File: config.mk
export PLATFORM = sky130hd
export DESIGN_NAME = uart_mmio_flat
export DESIGN_NICKNAME = d
export VERILOG_FILES = /design/src/rtl/uart_mmio_if.sv /design/src/rtl/uart_mmio.sv /design/src/flat_wrapper.sv
export SDC_FILE = /design/constraint.sdc
export NUM_CORES = 1
export LEC_CHECK = 0
export CAP_MARGIN = 10
export CORE_MARGIN = 2
export CORE_UTILIZATION = 40
export CTS_CLUSTER_DIAMETER = 120
export DETAILED_ROUTE_END_ITERATION = 16
export SYNTH_ARGS = -nofsm -noshare
export SYNTH_HDL_FRONTEND = slang
export SYNTH_SLANG_ARGS = --single-unit
File: constraint.sdc
create_clock -name clk -period 4.8 [get_ports clk]
set_clock_uncertainty 0.2 [all_clocks]
set_input_delay 0.72 -clock clk [delete_from_list [all_inputs] [get_ports clk]]
set_output_delay 0.72 -clock clk [all_outputs]
set_load 0.05 [all_outputs]
File: src/rtl/uart_mmio_if.sv
// Bus-side port bundle of the memory-mapped UART slave.
// The bridge drives address, byte enables, read strobe and write data.
// The UART slave returns combinational read data.
interface uart_mmio_if;
  logic [31:0] Addr;
  logic [3:0]  ByteEn;
  logic        RdEn;
  logic [31:0] Din;
  logic [31:0] Dout;

  modport master (
    output Addr,
    output ByteEn,
    output RdEn,
    output Din,
    input  Dout
  );

  modport slave (
    input  Addr,
    input  ByteEn,
    input  RdEn,
    input  Din,
    output Dout
  );
endinterface

File: src/rtl/uart_mmio.sv
// Memory-mapped 8N1 UART with the following registers:
//   DATA   (0x0): write to send a byte, read to get the received byte.
//   STATUS (0x4): busy, valid and sticky error flags.
//   CTRL   (0x8): interrupt enables.
//   DIV    (0xC): baud divisor, in clk cycles per bit.
// The TX and RX state machines each latch max(DIV, 2) at the start of a frame.
// A DIV write during a frame therefore only takes effect on the next frame.
module uart_mmio #(
  parameter int DEFAULT_DIV = 217,
  parameter int DIV_W       = 16
) (
  input  logic        clk,
  input  logic        sys_rstn,
  uart_mmio_if.slave  bus,
  input  logic        uart_rxd,
  output logic        uart_txd,
  output logic        IRQ
);

  typedef enum logic [1:0] {
    ST_IDLE,
    ST_START,
    ST_DATA,
    ST_STOP
  } uart_state_e;

  localparam logic [1:0]       REG_DATA   = 2'd0;
  localparam logic [1:0]       REG_STATUS = 2'd1;
  localparam logic [1:0]       REG_CTRL   = 2'd2;
  localparam logic [1:0]       REG_DIV    = 2'd3;
  localparam logic [DIV_W-1:0] DIV_RST    = DIV_W'(DEFAULT_DIV);
  localparam logic [DIV_W-1:0] DIV_MIN    = DIV_W'(2);
  localparam logic [DIV_W-1:0] DIV_ONE    = DIV_W'(1);

  // ---------------------------------------------------------------------
  // Bus decode
  // ---------------------------------------------------------------------
  logic [1:0]       w_reg;
  logic             w_wr;
  logic             w_wr_data;
  logic             w_wr_status;
  logic             w_wr_ctrl;
  logic             w_rd_clr;
  logic [DIV_W-1:0] w_eff_div;
  logic             w_unused_ok;

  assign w_reg       = bus.Addr[3:2];
  assign w_wr        = |bus.ByteEn;
  assign w_wr_data   = bus.ByteEn[0] && (w_reg == REG_DATA);
  assign w_wr_status = w_wr && (w_reg == REG_STATUS);
  assign w_wr_ctrl   = bus.ByteEn[0] && (w_reg == REG_CTRL);
  assign w_rd_clr    = bus.RdEn && (w_reg == REG_DATA);
  assign w_unused_ok = ^{bus.Addr[31:4], bus.Addr[1:0], bus.Din[31:16]};

  // CPU-visible state
  logic [DIV_W-1:0] r_div;
  logic             r_rx_ie;
  logic             r_tx_ie;
  logic [7:0]       r_rx_byte;
  logic             r_rx_valid;
  logic             r_rx_ovr;
  logic             r_rx_fe;
  logic             r_irq;

  // A divisor below 2 would leave no room for the mid-bit RX sample.
  assign w_eff_div = (r_div < DIV_MIN) ? DIV_MIN : r_div;

  // ---------------------------------------------------------------------
  // TX state machine
  // ---------------------------------------------------------------------
  uart_state_e      r_tx_state, w_tx_state_nxt;
  logic [DIV_W-1:0] r_tx_cnt,   w_tx_cnt_nxt;
  logic [DIV_W-1:0] r_tx_div,   w_tx_div_nxt;
  logic [2:0]       r_tx_bit,   w_tx_bit_nxt;
  logic [7:0]       r_tx_shift, w_tx_shift_nxt;
  logic             w_tx_busy;
  logic             w_tx_last;

  assign w_tx_busy = (r_tx_state != ST_IDLE);
  assign w_tx_last = (r_tx_cnt == r_tx_div - DIV_ONE);

  // TX state register
  always_ff @(posedge clk) begin
    // NOTE: sequential state is always assigned with <=.
    // Every flop then samples the pre-edge value, whatever the statement order.
    if (!sys_rstn) begin
      r_tx_state <= ST_IDLE;
      r_tx_cnt   <= '0;
      r_tx_div   <= DIV_RST;
      r_tx_bit   <= '0;
      r_tx_shift <= '0;
    end else begin
      r_tx_state <= w_tx_state_nxt;
      r_tx_cnt   <= w_tx_cnt_nxt;
      r_tx_div   <= w_tx_div_nxt;
      r_tx_bit   <= w_tx_bit_nxt;
      r_tx_shift <= w_tx_shift_nxt;
    end
  end

  // TX next-state: each state lasts r_tx_div cycles; data shifts out LSB first
  always_comb begin
    // NOTE: every output of this block gets a default first.
    // A path that misses an assignment would otherwise infer a latch.
    w_tx_state_nxt = r_tx_state;
    w_tx_cnt_nxt   = r_tx_cnt + DIV_ONE;
    w_tx_div_nxt   = r_tx_div;
    w_tx_bit_nxt   = r_tx_bit;
    w_tx_shift_nxt = r_tx_shift;
    unique case (r_tx_state)
      ST_IDLE: begin
        w_tx_cnt_nxt = '0;
        if (w_wr_data) begin
          w_tx_state_nxt = ST_START;
          w_tx_shift_nxt = bus.Din[7:0];
          w_tx_div_nxt   = w_eff_div;
        end
      end
      ST_START: begin
        if (w_tx_last) begin
          w_tx_state_nxt = ST_DATA;
          w_tx_cnt_nxt   = '0;
          w_tx_bit_nxt   = '0;
        end
      end
      ST_DATA: begin
        if (w_tx_last) begin
          w_tx_cnt_nxt   = '0;
          w_tx_shift_nxt = {1'b0, r_tx_shift[7:1]};
          w_tx_bit_nxt   = r_tx_bit + 3'd1;
          if (r_tx_bit == 3'd7) w_tx_state_nxt = ST_STOP;
        end
      end
      ST_STOP: begin
        if (w_tx_last) begin
          w_tx_state_nxt = ST_IDLE;
          w_tx_cnt_nxt   = '0;
        end
      end
      default: w_tx_state_nxt = ST_IDLE;
    endcase
  end

  // Line level is decoded from registered state only, so it idles high
  always_comb begin
    uart_txd = 1'b1;
    if (r_tx_state == ST_START)     uart_txd = 1'b0;
    else if (r_tx_state == ST_DATA) uart_txd = r_tx_shift[0];
  end

  // ---------------------------------------------------------------------
  // RX input synchronizer and falling-edge detect
  // ---------------------------------------------------------------------
  logic r_rxd_meta;
  logic r_rxd_sync;
  logic r_rxd_prev;
  logic w_rx_fall;

  // Two flops for metastability, plus one history flop for edge detection
  always_ff @(posedge clk) begin
    // NOTE: these flops reset to the idle line level (high).
    // Reset must not look like a start bit.
    if (!sys_rstn) begin
      r_rxd_meta <= 1'b1;
      r_rxd_sync <= 1'b1;
      r_rxd_prev <= 1'b1;
    end else begin
      r_rxd_meta <= uart_rxd;
      r_rxd_sync <= r_rxd_meta;
      r_rxd_prev <= r_rxd_sync;
    end
  end

  assign w_rx_fall = r_rxd_prev && !r_rxd_sync;

  // ---------------------------------------------------------------------
  // RX state machine
  // ---------------------------------------------------------------------
  uart_state_e      r_rx_state, w_rx_state_nxt;
  logic [DIV_W-1:0] r_rx_cnt,   w_rx_cnt_nxt;
  logic [DIV_W-1:0] r_rx_div,   w_rx_div_nxt;
  logic [2:0]       r_rx_bit,   w_rx_bit_nxt;
  logic [7:0]       r_rx_shift, w_rx_shift_nxt;
  logic             w_rx_done;
  logic             w_rx_fe_set;
  logic             w_rx_last;
  logic             w_rx_half;

  assign w_rx_last = (r_rx_cnt == r_rx_div - DIV_ONE);
  assign w_rx_half = (r_rx_cnt == (r_rx_div >> 1) - DIV_ONE);

  // RX state register
  always_ff @(posedge clk) begin
    if (!sys_rstn) begin
      r_rx_state <= ST_IDLE;
      r_rx_cnt   <= '0;
      r_rx_div   <= DIV_RST;
      r_rx_bit   <= '0;
      r_rx_shift <= '0;
    end else begin
      r_rx_state <= w_rx_state_nxt;
      r_rx_cnt   <= w_rx_cnt_nxt;
      r_rx_div   <= w_rx_div_nxt;
      r_rx_bit   <= w_rx_bit_nxt;
      r_rx_shift <= w_rx_shift_nxt;
    end
  end

  // RX next-state: half a bit to mid-start, then one full bit per sample
  always_comb begin
    w_rx_state_nxt = r_rx_state;
    w_rx_cnt_nxt   = r_rx_cnt + DIV_ONE;
    w_rx_div_nxt   = r_rx_div;
    w_rx_bit_nxt   = r_rx_bit;
    w_rx_shift_nxt = r_rx_shift;
    w_rx_done      = 1'b0;
    w_rx_fe_set    = 1'b0;
    unique case (r_rx_state)
      ST_IDLE: begin
        w_rx_cnt_nxt = '0;
        if (w_rx_fall) begin
          w_rx_state_nxt = ST_START;
          w_rx_div_nxt   = w_eff_div;
        end
      end
      ST_START: begin
        if (w_rx_half) begin
          w_rx_cnt_nxt   = '0;
          w_rx_bit_nxt   = '0;
          w_rx_state_nxt = r_rxd_sync ? ST_IDLE : ST_DATA;
        end
      end
      ST_DATA: begin
        if (w_rx_last) begin
          w_rx_cnt_nxt   = '0;
          w_rx_shift_nxt = {r_rxd_sync, r_rx_shift[7:1]};
          w_rx_bit_nxt   = r_rx_bit + 3'd1;
          if (r_rx_bit == 3'd7) w_rx_state_nxt = ST_STOP;
        end
      end
      ST_STOP: begin
        if (w_rx_last) begin
          w_rx_state_nxt = ST_IDLE;
          w_rx_cnt_nxt   = '0;
          w_rx_done      = r_rxd_sync;
          w_rx_fe_set    = !r_rxd_sync;
        end
      end
      default: w_rx_state_nxt = ST_IDLE;
    endcase
  end

  // ---------------------------------------------------------------------
  // Register file, RX status flags and interrupt
  // ---------------------------------------------------------------------
  // Sticky-flag clears come before sets, so a same-cycle error still latches
  always_ff @(posedge clk) begin
    if (!sys_rstn) begin
      r_div      <= DIV_RST;
      r_rx_ie    <= 1'b0;
      r_tx_ie    <= 1'b0;
      r_rx_byte  <= '0;
      r_rx_valid <= 1'b0;
      r_rx_ovr   <= 1'b0;
      r_rx_fe    <= 1'b0;
      r_irq      <= 1'b0;
    end else begin
      if (w_wr_status) begin
        r_rx_ovr <= 1'b0;
        r_rx_fe  <= 1'b0;
      end
      if (w_rx_done) begin
        // A read that clears rx_valid frees the holding register this cycle
        if (!r_rx_valid || w_rd_clr) begin
          r_rx_byte  <= r_rx_shift;
          r_rx_valid <= 1'b1;
        end else begin
          r_rx_ovr <= 1'b1;
        end
      end else if (w_rd_clr) begin
        r_rx_valid <= 1'b0;
      end
      if (w_rx_fe_set) r_rx_fe <= 1'b1;
      if (w_wr_ctrl) begin
        r_rx_ie <= bus.Din[0];
        r_tx_ie <= bus.Din[1];
      end
      if (w_reg == REG_DIV) begin
        if (bus.ByteEn[0]) r_div[7:0]       <= bus.Din[7:0];
        if (bus.ByteEn[1]) r_div[DIV_W-1:8] <= bus.Din[DIV_W-1:8];
      end
      r_irq <= (r_rx_ie && r_rx_valid) || (r_tx_ie && !w_tx_busy);
    end
  end

  assign IRQ = r_irq;

  // Read mux; unused bits read as zero
  always_comb begin
    bus.Dout = '0;
    unique case (w_reg)
      REG_DATA:   bus.Dout = {24'b0, r_rx_byte};
      REG_STATUS: bus.Dout = {28'b0, r_rx_fe, r_rx_ovr, r_rx_valid, w_tx_busy};
      REG_CTRL:   bus.Dout = {30'b0, r_tx_ie, r_rx_ie};
      REG_DIV:    bus.Dout = {{(32-DIV_W){1'b0}}, r_div};
      default:    bus.Dout = '0;
    endcase
  end

endmodule

File: src/flat_wrapper.sv
// flat-port wrapper written by rule: the top's interface ports become plain ports
module uart_mmio_flat 
#(
  parameter int DEFAULT_DIV = 217,
  parameter int DIV_W       = 16
)
  (clk, sys_rstn, uart_rxd, uart_txd, IRQ, bus_Addr, bus_ByteEn, bus_RdEn, bus_Din, bus_Dout);
  uart_mmio_if bus_i ();
  input  logic clk;
  input  logic sys_rstn;
  input  logic uart_rxd;
  output logic uart_txd;
  output logic IRQ;
  input wire logic [$bits(bus_i.Addr)-1:0] bus_Addr;
  input wire logic [$bits(bus_i.ByteEn)-1:0] bus_ByteEn;
  input wire logic [$bits(bus_i.RdEn)-1:0] bus_RdEn;
  input wire logic [$bits(bus_i.Din)-1:0] bus_Din;
  output wire logic [$bits(bus_i.Dout)-1:0] bus_Dout;
  assign bus_i.Addr = bus_Addr;
  assign bus_i.ByteEn = bus_ByteEn;
  assign bus_i.RdEn = bus_RdEn;
  assign bus_i.Din = bus_Din;
  assign bus_Dout = bus_i.Dout;
  uart_mmio #(.DEFAULT_DIV(DEFAULT_DIV), .DIV_W(DIV_W)) u_core (.clk(clk), .sys_rstn(sys_rstn), .bus(bus_i), .uart_rxd(uart_rxd), .uart_txd(uart_txd), .IRQ(IRQ));
endmodule
=== Yosys cells after proc, flatten, opt, wreduce, memory -nomap -nowiden ===
Cells that the tools add are included.

* Output and inout port bits: 34
* Word-level logic and storage cells: 134
* Input bits: 72
* Register bits: 123

* Magnitude comparators: 1
* Add/subtract/negate cells: 7
* Mux-type cells: 43
* Eq/ne operators: 25
* Reductions and logical operators: 36

{| class="wikitable"
|+ Operator list
! kind !! count
|-
| 32-bit case mux with 4 select lines || 1
|-
| 16-bit 2-to-1 mux || 4
|-
| 16-bit == test || 3
|-
| 16-bit case mux with 3 select lines || 1
|-
| 16-bit by 1-bit adder with 16-bit output (second input constant) || 2
|-
| 16-bit case mux with 2 select lines || 1
|-
| 16-bit by 1-bit subtractor with 16-bit output (second input constant) || 2
|-
| 2-bit 2-to-1 mux || 11
|-
| 2-bit by 1-bit inequality test with 1-bit output (second input constant) || 10
|-
| 16-bit by 2-bit less-than comparator with 1-bit output (second input constant) || 1
|-
| 8-bit 2-to-1 mux || 2
|-
| 2-bit case mux with 4 select lines || 2
|-
| 8-bit case mux with 2 select lines || 1
|-
| 15-bit by 1-bit subtractor with 16-bit output (second input constant) || 1
|-
| 1-bit 2-to-1 mux || 14
|-
| 2-bit AND reduction || 7
|-
| 2-bit == test (second input constant) || 6
|-
| 3-bit 2-to-1 mux || 4
|-
| 3-bit case mux with 2 select lines || 2
|-
| 2-bit nonzero test || 6
|-
| 5-bit AND reduction || 2
|-
| 3-bit AND reduction || 3
|-
| 1-bit logical AND || 7
|-
| 3-bit by 1-bit adder with 3-bit output (second input constant) || 2
|-
| other kinds (9) || 17
|}

=== Longest topological paths before layout ===
Gate-level depths: netlist of the first run.

* Depth in word-level cells: 6
* Mapped depth: 14
* Mapped depth without buffers: 10

=== Worst setup path after synthesis of the first run ===
No wires, ideal clock.

* Kind: register to register
* From: reg u_core.r_tx_div[0]
* To: reg u_core.r_tx_state[0]
* Path slack: 1.567 ns
* Setup time: 0.075 ns
* Stages on the path, launching flop included: 15
* Clock period less this slack: 3.233 ns
* Buffers on the path: 4
* Arrival: 2.958 ns
* Required time: 4.525 ns
* Path through: dfxtp_1 -> clkbuf_1 -> inv_1 -> ha_1 -> clkbuf_2 -> or3b_1 -> buf_2 -> xnor2_1 -> or3_1 -> a311o_1 -> nor4b_1 -> a21oi_1 -> buf_2 -> a211o_1 -> o22ai_1

* Cells in the longest elaborated chain, start to end: 4

{| class="wikitable"
|+ Ends and longest elaborated chain
! item !! RTL line !! source
|-
| from (decl) || uart_mmio.sv:73 || <nowiki>logic [DIV_W-1:0] r_tx_div, w_tx_div_nxt;</nowiki>
|-
| from (signal assigned) || uart_mmio.sv:95 || <nowiki>r_tx_div <= w_tx_div_nxt;</nowiki>
|-
| 16-bit by 1-bit subtractor with 16-bit output * || uart_mmio.sv:80 || <nowiki>assign w_tx_last = (r_tx_cnt == r_tx_div - DIV_ONE);</nowiki>
|-
| 16-bit == test * || uart_mmio.sv:80 ||
|-
| 2-bit by 1-bit inequality test with 1-bit output (no line) || - ||
|-
| 5-bit AND reduction (no line) * || - ||
|-
| to (signal assigned) || uart_mmio.sv:93 || <nowiki>r_tx_state <= w_tx_state_nxt;</nowiki>
|-
| to (decl) || uart_mmio.sv:71 || <nowiki>uart_state_e r_tx_state, w_tx_state_nxt;</nowiki>
|}

Every way passes the cells marked *; elsewhere a longest branch is shown, timed or not.
A chain may end at the register's enable or synchronous reset.

=== Worst setup path in the final report of the first run ===
* From: reg u_core.r_rx_div[1]
* To: reg u_core.r_rx_cnt[6]

* Cells in the longest elaborated chain, start to end: 4

{| class="wikitable"
|+ Ends and longest elaborated chain
! item !! RTL line !! source
|-
| from (decl) || uart_mmio.sv:181 || <nowiki>logic [DIV_W-1:0] r_rx_div, w_rx_div_nxt;</nowiki>
|-
| from (signal assigned) || uart_mmio.sv:203 || <nowiki>r_rx_div <= w_rx_div_nxt;</nowiki>
|-
| 16-bit by 1-bit subtractor with 16-bit output or 15-bit by 1-bit subtractor with 16-bit output (tied branches) || uart_mmio.sv:189, uart_mmio.sv:190 ||
|-
| 16-bit == test (on tied branches) || uart_mmio.sv:189, uart_mmio.sv:190 ||
|-
| 16-bit 2-to-1 mux (on tied branches) || uart_mmio.sv:234, uart_mmio.sv:242, uart_mmio.sv:227 ||
|-
| 16-bit case mux with 3 select lines * || uart_mmio.sv:218 || <nowiki>unique case (r_rx_state)</nowiki>
|-
| to (signal assigned) || uart_mmio.sv:202 || <nowiki>r_rx_cnt <= w_rx_cnt_nxt;</nowiki>
|-
| to (decl) || uart_mmio.sv:180 || <nowiki>logic [DIV_W-1:0] r_rx_cnt, w_rx_cnt_nxt;</nowiki>
|}

Marks and branches as above.

==> results.sh, run 1 <==
export IMPL_status="completed"
export IMPL_postCtsHoldBufs=0
export IMPL_timing_fmax_mhz=258
export IMPL_rr_worst_depth=10
export IMPL_switchingPower_w=0.000769
export IMPL_core_rowCount=48
export IMPL_crit_type="flip-flop to flip-flop"
export IMPL_maxSlewHeadroom_pct=24.9
export IMPL_antenna_found_initial=0
export IMPL_swShare_pct=27.4
export IMPL_ys_flop_type="dfxtp_1"
export IMPL_die_height_um=137
export IMPL_whs_endpoint="u_core.r_rxd_sync"
export IMPL_ys_ff_latch=123
export IMPL_layout_commonest_cell="nand2_1"
export IMPL_min_path_type="flip-flop to flip-flop"
export IMPL_drt_iter0_drc=293
export IMPL_synth_edf_count=0
export IMPL_p_per_area_nw_per_um2=347
export IMPL_clock_latency_ns=0.42
export IMPL_grt_pass1_wl_um=28000
export IMPL_ant_nets=0
export IMPL_critPathMaxStageDelay_ns=0.68
export IMPL_totalWireLength_um=17000
export IMPL_async_flop_share_pct=0
export IMPL_dieArea_um2=18700
export IMPL_layout_drive_gt1_share_pct=6.49
export IMPL_tns_ns=0
export IMPL_syn_inst=873
export IMPL_r2r_setup_slack_ns=0.92
export IMPL_hold_path_startpoint="u_core.r_rxd_meta"
export IMPL_yosysWarnings=0
export IMPL_clock_path_buffers=2
export IMPL_vias_per_cell=5.28
export IMPL_rr_endpoint="u_core.r_rx_cnt[6]"
export IMPL_start_util_pct=40.9
export IMPL_core_area_um2=17200
export IMPL_gr_total_overflow=0
export IMPL_place_congestion=0.811
export IMPL_clock_sinks=123
export IMPL_detail_route_drc_violations=0
export IMPL_dr_pass1_iters=4
export IMPL_intPower_w=0.00203
export IMPL_hold_ws_ns=0.206
export IMPL_min_path_cells=1
export IMPL_syn_avg_cell_area_um2=8.07
export IMPL_yosysSeqAreaShare_pct=34.9
export IMPL_crit_slowest_cell="nor3b_1"
export IMPL_syn_cell_area_um2=7050
export IMPL_cp_start_kind="flip-flop"
export IMPL_final_hold_viol_count=0
export IMPL_finalCritPeriodShare_pct=80.9
export IMPL_pwr_share_seq_pct=39.5
export IMPL_comb_power_share_pct=13.2
export IMPL_track_usage_pct=19.1
export IMPL_cts_tree="built"
export IMPL_path_max_fanout=16
export IMPL_rsz0062_at_grt="no"
export IMPL_required_ns=4.88
export IMPL_p_clk_share_pct=47.2
export IMPL_crit_reg2reg_launch="u_core.r_rx_div[1]"
export IMPL_crit_chain="inv_1 -> ha_1 -> nor3b_1 -> a21oi_1 -> a2111o_1 -> nor4_1 -> o211ai_1 -> o31a_1 -> o211ai_2 -> nor2_1"
export IMPL_n_antenna_cell=0
export IMPL_area_growth_pct=14.6
export IMPL_synth_cell_types=68
export IMPL_cts_root_buf="clkbuf_16"
export IMPL_vias=5907
export IMPL_cts_repair_resize_count=0
export IMPL_slew_viol_final=0
export IMPL_io_buffers=43
export IMPL_layout_nets=969
export IMPL_numCtsBuffers=17
export IMPL_postCtsSetupRepairBufs=0
export IMPL_grt_pass1_vias=5445
export IMPL_htree_num_levels=4
export IMPL_worst_slew_pin_slew_ns=1.13
export IMPL_maxCapViolCount=0
export IMPL_cp_arrival_ns=3.96
export IMPL_routedWlPerCell_um=15.2
export IMPL_endpoint_kind="flip-flop"
export IMPL_pin_count=106
export IMPL_fp_dieW_um=137
export IMPL_period_minus_slack_ns=3.88
export IMPL_grt_max_degree=60
export IMPL_finalSetupViolCount=0
export IMPL_dp_hpwl_um=12000
export IMPL_cts_clk_slew_worst_paths_ns=0.06
export IMPL_peakVddDrop_mv=0.248
export IMPL_mostFrequentLayoutCells="141 x nand2_1, 123 x dfxtp_1, 77 x nor2_1"
export IMPL_leakage_nw=3.02
## cells by family after synthesis
group                      share of synthesized area (%)
and+or+nand+nor                                     27.5
adders and majority gates                           3.02
xor gates and xnor gates                            10.2
muxes                                               6.85
DFF                                                 34.9
other                                             0.0532
AOI/OAI and AO/OA                                   11.2
buffers and inverters                               6.30
## routing by layer
metal | vias up | global-route usage, % | routed length (um)
met5 | - | 0 | 0
met3 | 16 | 4.74 | 757
met4 | 0 | 5.90 | 217
li1 | 3008 | - | -
met1 | 2776 | 26.0 | 8350
met2 | 107 | 29.7 | 7650
## final cells by class
class	instances	area, um2
Tap cell	225	282
Sequential cell	123	2460
Clock buffer	18	439
Multi-Input combinational cell	672	4200
Inverter	19	71.3
Fill cell	1672	9160
Timing Repair Buffer	47	455
Clock inverter	14	170
## worst max-delay path, delay by kind of cell (launching register included)
| family | cells | cell delay [ns] |
|---|---|---|
| and+or+nand+nor | 3 | 1.15 |
| adders and majority gates | 1 | 0.23 |
| buffers and inverters | 1 | 0.10 |
| DFF | 1 | 0.36 |
| AOI/OAI and AO/OA | 5 | 1.69 |
## flip-flops by register name (all words and copies together), names as in the netlist, 2 cells and up, named ones only
register	flops
u_core.r_tx_div	16
u_core.r_rx_bit	3
u_core.r_rx_byte	8
u_core.r_div	16
u_core.r_tx_cnt	16
u_core.r_rx_cnt	16
u_core.r_rx_shift	8
u_core.r_rx_div	16
u_core.r_tx_bit	3
u_core.r_tx_state	2
u_core.r_tx_shift	8
## through the flow
| step | std cells | total power [W] | setup WS (ns) | area (um2) | utilization (%) |
|---|---|---|---|---|---|
| 2_1_floorplan | 888 | 0.00141 | 1.57 | 7100 | - |
| 3_3_place_gp | 1086 | 0.00150 | 0.943 | 7470 | 43.3 |
| 3_5_place_dp | 1086 | 0.00150 | 0.965 | 7470 | 43.3 |
| 4_1_cts | 1118 | 0.00283 | 0.953 | 8080 | 46.9 |
| 5_1_grt | 1118 | 0.00292 | 0.624 | 8080 | 46.9 |
| 6_report | 1118 | 0.00280 | 0.918 | 8080 | 46.9 |
## power groups by stage
stage          logic (W)  clock network (W)  registers [W]
2_1_floorplan   0.000307                  0        0.00111
3_3_place_gp    0.000369                  0        0.00113
3_5_place_dp    0.000371                  0        0.00113
4_1_cts         0.000373            0.00134        0.00111
5_1_grt         0.000410            0.00140        0.00111
6_report        0.000371            0.00132        0.00111
## synthesized netlist by cell type, types with 17 or more instances
cell      instances  share of area (%)
ha_1             17                3.0
inv_1            18               0.96
buf_4            19                2.0
mux2i_1          37                5.3
nand3_1          53                3.8
xor2_1           39                4.8
and3_1           20                1.8
nor2_1           77                4.1
clkbuf_1         42                2.2
dfxtp_1         123                 35
a21oi_1          48                3.4
nand2_1         141                7.5
xnor2_1          43                5.3
## worst max-delay path by stage
stage / from / cells past startpoint / slack (ns) / to
after CTS: bus_Addr[3] / 5 / 0.95 / bus_Dout[6]
after global placement: bus_Addr[3] / 5 / 0.94 / bus_Dout[4]
after global routing: u_core.r_rx_div[2] / 10 / 0.62 / u_core.r_rx_cnt[15]
final: u_core.r_rx_div[1] / 10 / 0.92 / u_core.r_rx_cnt[6]
after detailed placement: u_core.r_rx_div[1] / 10 / 0.96 / u_core.r_rx_cnt[7]
after floorplan: u_core.r_tx_div[0] / 14 / 1.57 / u_core.r_tx_state[0]
No activity file was read; power rests on OpenSTA's default activity.
==> inputs of run 2 (changes only) <==
==> constraint.sdc (replaced) <==
create_clock -name clk -period 3.3 [get_ports clk]
set_clock_uncertainty 0.2 [all_clocks]
set_input_delay 0.495 -clock clk [delete_from_list [all_inputs] [get_ports clk]]
set_output_delay 0.495 -clock clk [all_outputs]
set_load 0.05 [all_outputs]
==> run 2 against run 1 <==
Effect of this change: clock-buffer cell count is the same; fmax grew 23%; combinational power grew 64%; register-to-register slack lost 0.78 ns; hold slack is essentially flat; routed wire length grew 1.7%; first-iteration DRC count grew 23%; setup slack lost 0.78 ns; flip-flop and latch count is the same; clock power grew 42%; critical path type unchanged; critical endpoint is now u_core.r_rx_state[0]; largest cell class unchanged.
==> results.sh, run 2 (same netlist as run 1, synthesis figures left out) <==
export IMPL_grt_max_degree=49
export IMPL_crit_family="compound AO/OA/AOI/OAI gates"
export IMPL_vias_per_cell=5.23
export IMPL_path_max_fanout=5
export IMPL_place_area_um2=7860
export IMPL_hold_ws_ns=0.207
export IMPL_dieArea_um2=18700
export IMPL_gr_total_overflow=0
export IMPL_area_growth_pct=20.4
export IMPL_p_per_area_nw_per_um2=480
export IMPL_track_usage_pct=19.1
export IMPL_final_hold_viol_count=0
export IMPL_htree_num_levels=4
export IMPL_postCtsHoldBufs=0
export IMPL_crit_slowest_cell="dfxtp_1"
export IMPL_tns_ns=0
export IMPL_clock_path_buffers=2
export IMPL_grt_pass1_vias=5628
export IMPL_n_antenna_cell=0
export IMPL_cp_arrival_ns=3.27
export IMPL_crit_type="flip-flop to flip-flop"
export IMPL_vias=6044
export IMPL_start_util_pct=40.9
export IMPL_place_congestion=0.822
export IMPL_cts_repair_resize_count=0
export IMPL_status="completed"
export IMPL_finalCritPeriodShare_pct=95.8
export IMPL_seq_area_um2=2460
export IMPL_layout_drive_gt1_share_pct=12.8
export IMPL_io_buffers=43
export IMPL_rsz0062_at_grt="no"
export IMPL_postCtsSetupRepairBufs=0
export IMPL_fp_dieW_um=137
export IMPL_layout_nets=1006
export IMPL_die_height_um=137
export IMPL_routedWlPerCell_um=14.9
export IMPL_clock_sinks=123
export IMPL_multi_input_area_um2=4240
export IMPL_core_rowCount=48
export IMPL_cp_start_kind="flip-flop"
export IMPL_critPathMaxStageDelay_ns=0.40
export IMPL_fin_util_pct=49.2
export IMPL_clock_latency_ns=0.42
export IMPL_grt_pass1_wl_um=28100
export IMPL_finalSetupViolCount=0
export IMPL_maxCapViolCount=0
export IMPL_crit_buf_inv=1
export IMPL_worst_slew_pin_slew_ns=0.650
export IMPL_layout_commonest_cell="nand2_1"
export IMPL_fin_area_um2=8490
export IMPL_drt_iter0_drc=360
export IMPL_peakVddDrop_mv=0.377
export IMPL_core_area_um2=17200
export IMPL_maxSlewHeadroom_pct=56.5
export IMPL_dr_pass1_iters=5
export IMPL_required_ns=3.41
export IMPL_antenna_found_initial=0
export IMPL_ant_nets=0
export IMPL_endpoint_kind="flip-flop"
export IMPL_crit_chain="inv_1 -> ha_1 -> xor2_1 -> nand2_1 -> a2111o_1 -> nor4_1 -> o211ai_1 -> o31a_1 -> or3_1 -> o221a_1"
export IMPL_detail_route_drc_violations=0
export IMPL_dp_hpwl_um=12500
export IMPL_cts_root_buf="clkbuf_16"
export IMPL_fillers=1658
export IMPL_min_path_type="flip-flop to flip-flop"
export IMPL_period_minus_slack_ns=3.16
export IMPL_slew_viol_final=0
export IMPL_totalWireLength_um=17300
export IMPL_cts_clk_slew_worst_paths_ns=0.06
export IMPL_timing_fmax_mhz=316
export IMPL_mostFrequentLayoutCells="141 x nand2_1, 122 x dfxtp_1, 77 x nor2_1"
export IMPL_cts_tree="built"
export IMPL_pin_count=106
export IMPL_numCtsBuffers=17
export IMPL_leakage_nw=3.28
## run 2: cell types whose count changed in the layout (fill, tap and decap cells not counted), moves of 2 or more
cell / change
clkinv_4: +3
clkinvlp_4: -4
clkinv_2: -2
inv_6: +4
nor3b_1: -3
nor3b_2: +3
buf_12: +12
buf_4: +41
clkdlybuf4s50_1: -16
## run 2: worst paths after layout
kind / from / endpoint / slack [ns] / cells after the start
max: u_core.r_rx_div[2] / u_core.r_rx_state[0] / 0.14 / 10
min: u_core.r_rxd_meta / u_core.r_rxd_sync / 0.21 / 1
max reg2reg: u_core.r_rx_div[2] / u_core.r_rx_state[0] / 0.14 / 10
min reg2reg: u_core.r_rxd_meta / u_core.r_rxd_sync / 0.21 / 1
## run 2: layout make-up
type                    count  area share (%)
flip-flops and latches    123            29.0
inverters                  19           0.840
clock buffers              18            5.06
well taps                 225            3.32
clock inverters            14            1.90
repair buffers             84            9.94
multi-input cells         672            49.9
## run 2: worst register-to-register path, cell delays in order (launching register included)
cell      delay [ns]
dfxtp_1         0.40
inv_1           0.10
ha_1            0.29
xor2_1          0.14
nand2_1         0.08
a2111o_1        0.38
nor4_1          0.37
o211ai_1        0.19
o31a_1          0.34
or3_1           0.32
o221a_1         0.24
## run 2: stage by stage
step | worst slack, ns | std cells | power, W
2_1_floorplan | 0.0674 | 888 | 0.00206
3_3_place_gp | 0.0891 | 1123 | 0.00222
3_5_place_dp | 0.0310 | 1123 | 0.00223
4_1_cts | 0.0157 | 1155 | 0.00410
5_1_grt | 0.00354 | 1155 | 0.00424
6_report | 0.137 | 1155 | 0.00408
## run 2: report_power, final
part	switching [W]	leakage [nW]	internal (W)
clock network	0.000744	0.279	0.00113
registers	0.0000523	0.996	0.00154
logic	0.000361	2.00	0.000247
## run 2: metal layers
metal  global-route usage [%]  routed length, um  vias to the layer above
li1                         -                  -                     3084
met1                     25.7               8310                     2835
met2                     30.1               7950                      114
met3                     4.56                827                       11
met4                     6.13                172                        0
met5                        0                  0                        -
